File: src/rtl/ulpi_pkg.sv
// ulpi_pkg: ULPI register-access command bytes and the register sequencer state encoding.
package ulpi_pkg;
   typedef enum logic [7:0] {
      NOOP      = 8'h00,
      REG_WRITE = 8'h80,
      REG_READ  = 8'hC0
   } UlpiCmd;
   localparam logic [5:0] EXT_ADDR = 6'h2F;
   typedef enum logic [2:0] {IDLE, TXCMD, WDATA, STP, RTURN, RDATA, DONE} ulpi_reg_state_t;
endpackage

File: src/rtl/ulpi_reg_ctrl.sv
// ulpi_reg_ctrl: sequences one ULPI PHY register read or write at a time over the link TX path,
// retrying after PHY aborts and flagging timeouts, retry exhaustion and extended addresses.
module ulpi_reg_ctrl
   import ulpi_pkg::*;
#(
   parameter int TIMEOUT     = 64,
   parameter int MAX_RETRIES = 3
) (
   input  logic       clk,
   input  logic       reset,
   input  logic       req,
   input  logic       we,
   input  logic [5:0] addr,
   input  logic [7:0] wdata,
   output logic       busy,
   output logic       done,
   output logic       err,
   output logic [7:0] rdata,
   input  logic       ulpi_dir,
   input  logic       ulpi_nxt,
   input  logic [7:0] ulpi_data_in,
   output logic [7:0] cmd,
   output logic       cmd_strobe,
   output logic       ulpi_stp
);
   localparam logic [7:0] TO_LAST = 8'(TIMEOUT - 1);
   localparam logic [7:0] MAX_R   = 8'(MAX_RETRIES);
   ulpi_reg_state_t state_q, state_d;
   logic [7:0] to_q, to_d, retry_q, retry_d, rdata_q, rdata_d, wdata_q, wdata_d;
   logic [5:0] addr_q, addr_d;
   logic       we_q, we_d, err_q, err_d, dir_q, own_bus, dir_rise, abort, waiting;
   // The link may only drive when dir is low and was low last cycle (no turnaround in progress).
   assign own_bus  = !ulpi_dir && (ulpi_dir == dir_q);
   assign dir_rise = ulpi_dir && !dir_q;
   always_ff @(posedge clk) begin
      if (reset) begin
         state_q <= IDLE;
         to_q    <= '0;
         retry_q <= '0;
         rdata_q <= '0;
         wdata_q <= '0;
         addr_q  <= '0;
         we_q    <= 1'b0;
         err_q   <= 1'b0;
         dir_q   <= 1'b0;
      end else begin
         state_q <= state_d;
         to_q    <= to_d;
         retry_q <= retry_d;
         rdata_q <= rdata_d;
         wdata_q <= wdata_d;
         addr_q  <= addr_d;
         we_q    <= we_d;
         err_q   <= err_d;
         dir_q   <= ulpi_dir;
      end
   end
   always_comb begin
      state_d = state_q;
      err_d   = 1'b0;
      we_d    = we_q;
      addr_d  = addr_q;
      wdata_d = wdata_q;
      rdata_d = rdata_q;
      retry_d = retry_q;
      abort   = 1'b0;
      waiting = state_q inside {TXCMD, WDATA, RTURN};
      case (state_q)
         IDLE:
            if (req) begin
               we_d    = we;
               addr_d  = addr;
               wdata_d = wdata;
               retry_d = '0;
               err_d   = addr == EXT_ADDR;
               state_d = (addr == EXT_ADDR) ? DONE : TXCMD;
            end
         TXCMD:
            if (dir_rise) abort = 1'b1;
            else if (own_bus && ulpi_nxt) state_d = we_q ? WDATA : RTURN;
         WDATA:
            if (dir_rise) abort = 1'b1;
            else if (own_bus && ulpi_nxt) state_d = STP;
         STP: state_d = DONE;
         RTURN:
            if (ulpi_dir && ulpi_nxt) abort = 1'b1;
            else if (ulpi_dir) state_d = RDATA;
         RDATA: begin
            rdata_d = ulpi_data_in;
            state_d = DONE;
         end
         default: state_d = IDLE;
      endcase
      if (abort) begin
         retry_d = retry_q + 8'd1;
         err_d   = retry_d > MAX_R;
         state_d = (retry_d > MAX_R) ? DONE : TXCMD;
      end else if (waiting && state_d == state_q && to_q >= TO_LAST) begin
         err_d   = 1'b1;
         state_d = DONE;
      end
      to_d = (state_d != state_q) ? '0 : waiting ? to_q + 8'd1 : '0;
   end
   always_comb begin
      busy       = state_q != IDLE;
      done       = state_q == DONE;
      err        = err_q;
      rdata      = rdata_q;
      ulpi_stp   = state_q == STP;
      cmd_strobe = (state_q == TXCMD || state_q == WDATA) && own_bus;
      cmd        = (state_q == TXCMD) ? ((we_q ? REG_WRITE : REG_READ) | {2'b00, addr_q})
                 : (state_q == WDATA) ? wdata_q : NOOP;
   end
endmodule

File: config.mk
export PLATFORM = sky130hd
export DESIGN_NAME = ulpi_reg_ctrl
export DESIGN_NICKNAME = d
export VERILOG_FILES = /design/src/rtl/ulpi_pkg.sv /design/src/rtl/ulpi_reg_ctrl.sv
export SDC_FILE = /design/constraint.sdc
export NUM_CORES = 1
export LEC_CHECK = 0
export BUFFER_PORTS_ARGS = -buffer_cell sky130_fd_sc_hd__buf_2
export CAP_MARGIN = 20
export CORE_MARGIN = 5
export CORE_UTILIZATION = 30
export DETAILED_ROUTE_END_ITERATION = 8
export PLACE_DENSITY = 0.51
export RECOVER_POWER = 100
export SLEW_MARGIN = 20
export SYNTH_ARGS = -nofsm -noshare
export SYNTH_HDL_FRONTEND = slang
export SYNTH_SLANG_ARGS = --single-unit
File: constraint.sdc
create_clock -name clk -period 3.13 [get_ports clk]
set_input_delay 0.1565 -clock clk [delete_from_list [all_inputs] [get_ports clk]]
set_output_delay 0.1565 -clock clk [all_outputs]
set_load 0.05 [all_outputs]
==> out/metrics.csv <==
stage,metric,value,unit
finish,area.growth.synth_to_final,18.1,%
timing,final_max_slew_viol_count,45,
finish,final_cells,440,
logic_synthesis,syn-num-nets,324,
outcome,violations,"max-capacitance violations, max-slew violations",
timing,setup_ws,0.352,ns
setup_path,cp.required,2.97,ns
placed_design,place_hpwl,4.32,mm
placed_design,numPortBuffers,48,
timing,slew_headroom,-29.6,%
setup_path,arrival,2.62,ns
die,dieArea,9570,sq um
logic_synthesis,synth_area,2310,sq um
drt,wire_per_inst,14.1,microns
die,num_rows,32,
drt,via_per_inst,5.09,
timing,fin_skew,0.00721,ns
clock_tree,clk_path_buf_depth,2,
clock_tree,clock_sinks,44,
power_and_ir_drop,total_leakage_power,0.992,nW
global_route,gr-total-overflow,0,
setup_path,endpoint_kind,output pin,
timing,timing.final.crit_share,88.7,%
run,cap_violations,1,
clock_tree,postCtsHoldBufs,0,
clock_tree,cts_tree,built,
placed_design,post-place-ws,0.447,ns
logic_synthesis,synth_cells,293,
drt,initialDrtViolationCount,98,
timing,finalHoldViolCount,0,
finish,drive_gt1_share,14.2,%
timing,fin_tns_setup,0,ns
setup_path,crit_type,flip-flop to output pin,
timing,fin_crit,2.78,ns
outcome,status,finished with violations,
power_and_ir_drop,max-vdd-ir-drop,360,uV
logic_synthesis,avgSynthCellArea,7.90,sq um
logic_synthesis,yosys_most_used_dff,dfxtp_1,
die,die_w,97.8,microns
placed_design,gp_congestion,0.797,
setup_path,startpoint_type,flip-flop,
die,initial_utilization,30.4,%
global_route,grt_max_degree,45,
die,core_region_area,7610,sq um
clock_tree,numCtsBuffers,5,
die,ios,49,
clock_tree,cts_resized,0,
finish,fillers,850,
drt,drt_wl_total,6.19,mm
timing,rsz0062_at_grt,false,
hold_path,hold_class,input pin to flip-flop,
die,die_y,97.8,microns
clock_tree,cts_setup_buffers,0,
logic_synthesis,ys_async_sr_fraction,0,%
clock_tree,cts_root_buf,clkbuf_8,
drt,antenna_left,0,
global_route,grt_first_pass_wirelength,10.5,mm
setup_path,cp_max_fo,15,
finish,antennaDiodeCount,0,
clock_tree,htreeDepth,2,
drt,drtPass1Iterations,4,
drt,routed-via-count,2238,
clock_tree,clock_latency,0.30,ns
logic_synthesis,synth_cell_type_count,50,
logic_synthesis,synth_edf_count,0,
drt,remaining_drc_errors,0,
logic_synthesis,ys_warn_count,0,
logic_synthesis,ys_ff_latch,44,
timing,setup_viol,0,
timing,fmax,0.360,GHz
power_and_ir_drop,powerDensity,896,nW/um^2
global_route,grt_pass1_vias,2115,
clock_tree,clk_pin_slew,0.09,ns
global_route,grt_antenna_before_repair,0,
global_route,grtUsageTotal,13.3,%
timing,worstMarginPinSlew,1.94,ns
placed_design,placed_cells,432,
finish,fin_nets,368,
logic_synthesis,ys_seq_area_share,38.1,%
==> flip-flops by register name, summed over array words and instances (netlist names) <==
register,cells
addr_q,6
dir_q,1
err,1
rdata,8
retry_q,8
state_q,3
to_q,8
wdata_q,8
we_q,1
==> layer usage <==
metal / vias to the layer above / wire length, microns / share of wire [%] / global-route usage (%)
met1: 1045 / 3000 / 48 / 18.1
met4: 0 / 110 / 1.8 / 4.47
li1: 1134 / - / - / -
met5: - / 0 / 0 / 0
met3: 7 / 242 / 3.9 / 3.14
met2: 52 / 2840 / 46 / 20.6
==> power by group <==
group          switching (mW)  leakage [nW]  internal, mW  total [mW]
registers              0.0876         0.358         0.648       0.735
clock network           0.209        0.0614         0.261       0.471
logic                   0.891         0.573         0.350        1.24
total                    1.19         0.992          1.26        2.45
==> cell families after synthesis <==
kind of cell / Yosys count / share of synthesized area, %
simple gates: 145 / 32.5
compound gates: 69 / 19.8
flops: 44 / 38.1
buf+inv: 23 / 4.54
xor+xnor: 9 / 3.41
fa+ha+maj: 3 / 1.62
==> synthesized netlist by cell type (all sizes together) (2+ instances only) <==
cell type  number  area, sq um
nor2b           4         25.0
a21o            2         15.0
clkbuf         10         37.5
o21ai           8         40.0
a311oi          3         26.3
a211oi          3         32.5
o311a           2         20.0
nand2          46          175
nand3          14         70.1
and2            6         37.5
a22oi           7         52.6
nor2           24         92.6
nor3            6         30.0
xor2            6         52.6
and3            7         48.8
nand3b          7         52.6
dfxtp          44          881
nand2b          2         12.5
ha              3         37.5
inv             5         18.8
xnor2           3         26.3
nor4b           2         30.0
a21oi          32          160
buf             8         48.8
nor3b           2         15.0
nor4            9         56.3
or3            11         68.8
o211ai          2         15.0
==> critical path, cell delays in order (launching register included) <==
cell      delay [ns]
dfxtp_1         0.67
nor2b_1         0.41
clkbuf_1        0.51
a22oi_1         0.13
nor2_1          0.13
clkbuf_1        0.48
==> final cells by class <==
type | instances | area (sq um) | share of cell area, %
Inverter | 5 | 18.8 | 0.687
Clock buffer | 6 | 82.6 | 3.02
Multi-Input combinational cell | 226 | 1330 | 48.5
Timing Repair Buffer | 55 | 259 | 9.48
Tap cell | 102 | 128 | 4.67
Sequential cell | 44 | 881 | 32.2
Clock inverter | 2 | 38.8 | 1.42
==> cells in the final DEF (no fill, tap or decap), drive strengths merged, types with 6 or more instances in the layout <==
cell type / netlist / routed
o21ai: 8 / 8
dfxtp: 44 / 44
nand3b: 7 / 7
nand3: 14 / 14
nand2: 46 / 46
a22oi: 7 / 7
or3: 11 / 11
xor2: 6 / 6
nor2: 24 / 24
nor4: 9 / 9
buf: 8 / 32
and2: 6 / 6
a21oi: 32 / 32
clkbuf: 10 / 29
nor3: 6 / 6
and3: 7 / 7
==> stage by stage <==
step                      hold WS (ns)  power, mW  area, sq um  utilization (%)
after floorplan                  0.292       1.71         2310                -
after global placement           0.398       2.02         2650             34.8
after detailed placement         0.405       2.02         2650             34.8
after CTS                       0.0791       2.49         2770             36.4
after global routing            0.0898       2.63         2730             35.9
final                           0.0848       2.45         2730             35.9
==> worst paths after layout <==
check             slack [ns]                      end                   start  cells past startpoint
setup / recovery        0.35                   cmd[1]   state_q[0]$_SDFF_PP0_                      5
hold / removal          0.08  wdata_q[3]$_SDFFE_PP0P_                wdata[3]                      3
setup reg to reg        0.42       to_q[3]$_SDFF_PP0_   state_q[0]$_SDFF_PP0_                      7
hold reg to reg         0.46   addr_q[0]$_SDFFE_PP0P_  addr_q[0]$_SDFFE_PP0P_                      2
Power figures use the tool's default switching activity.
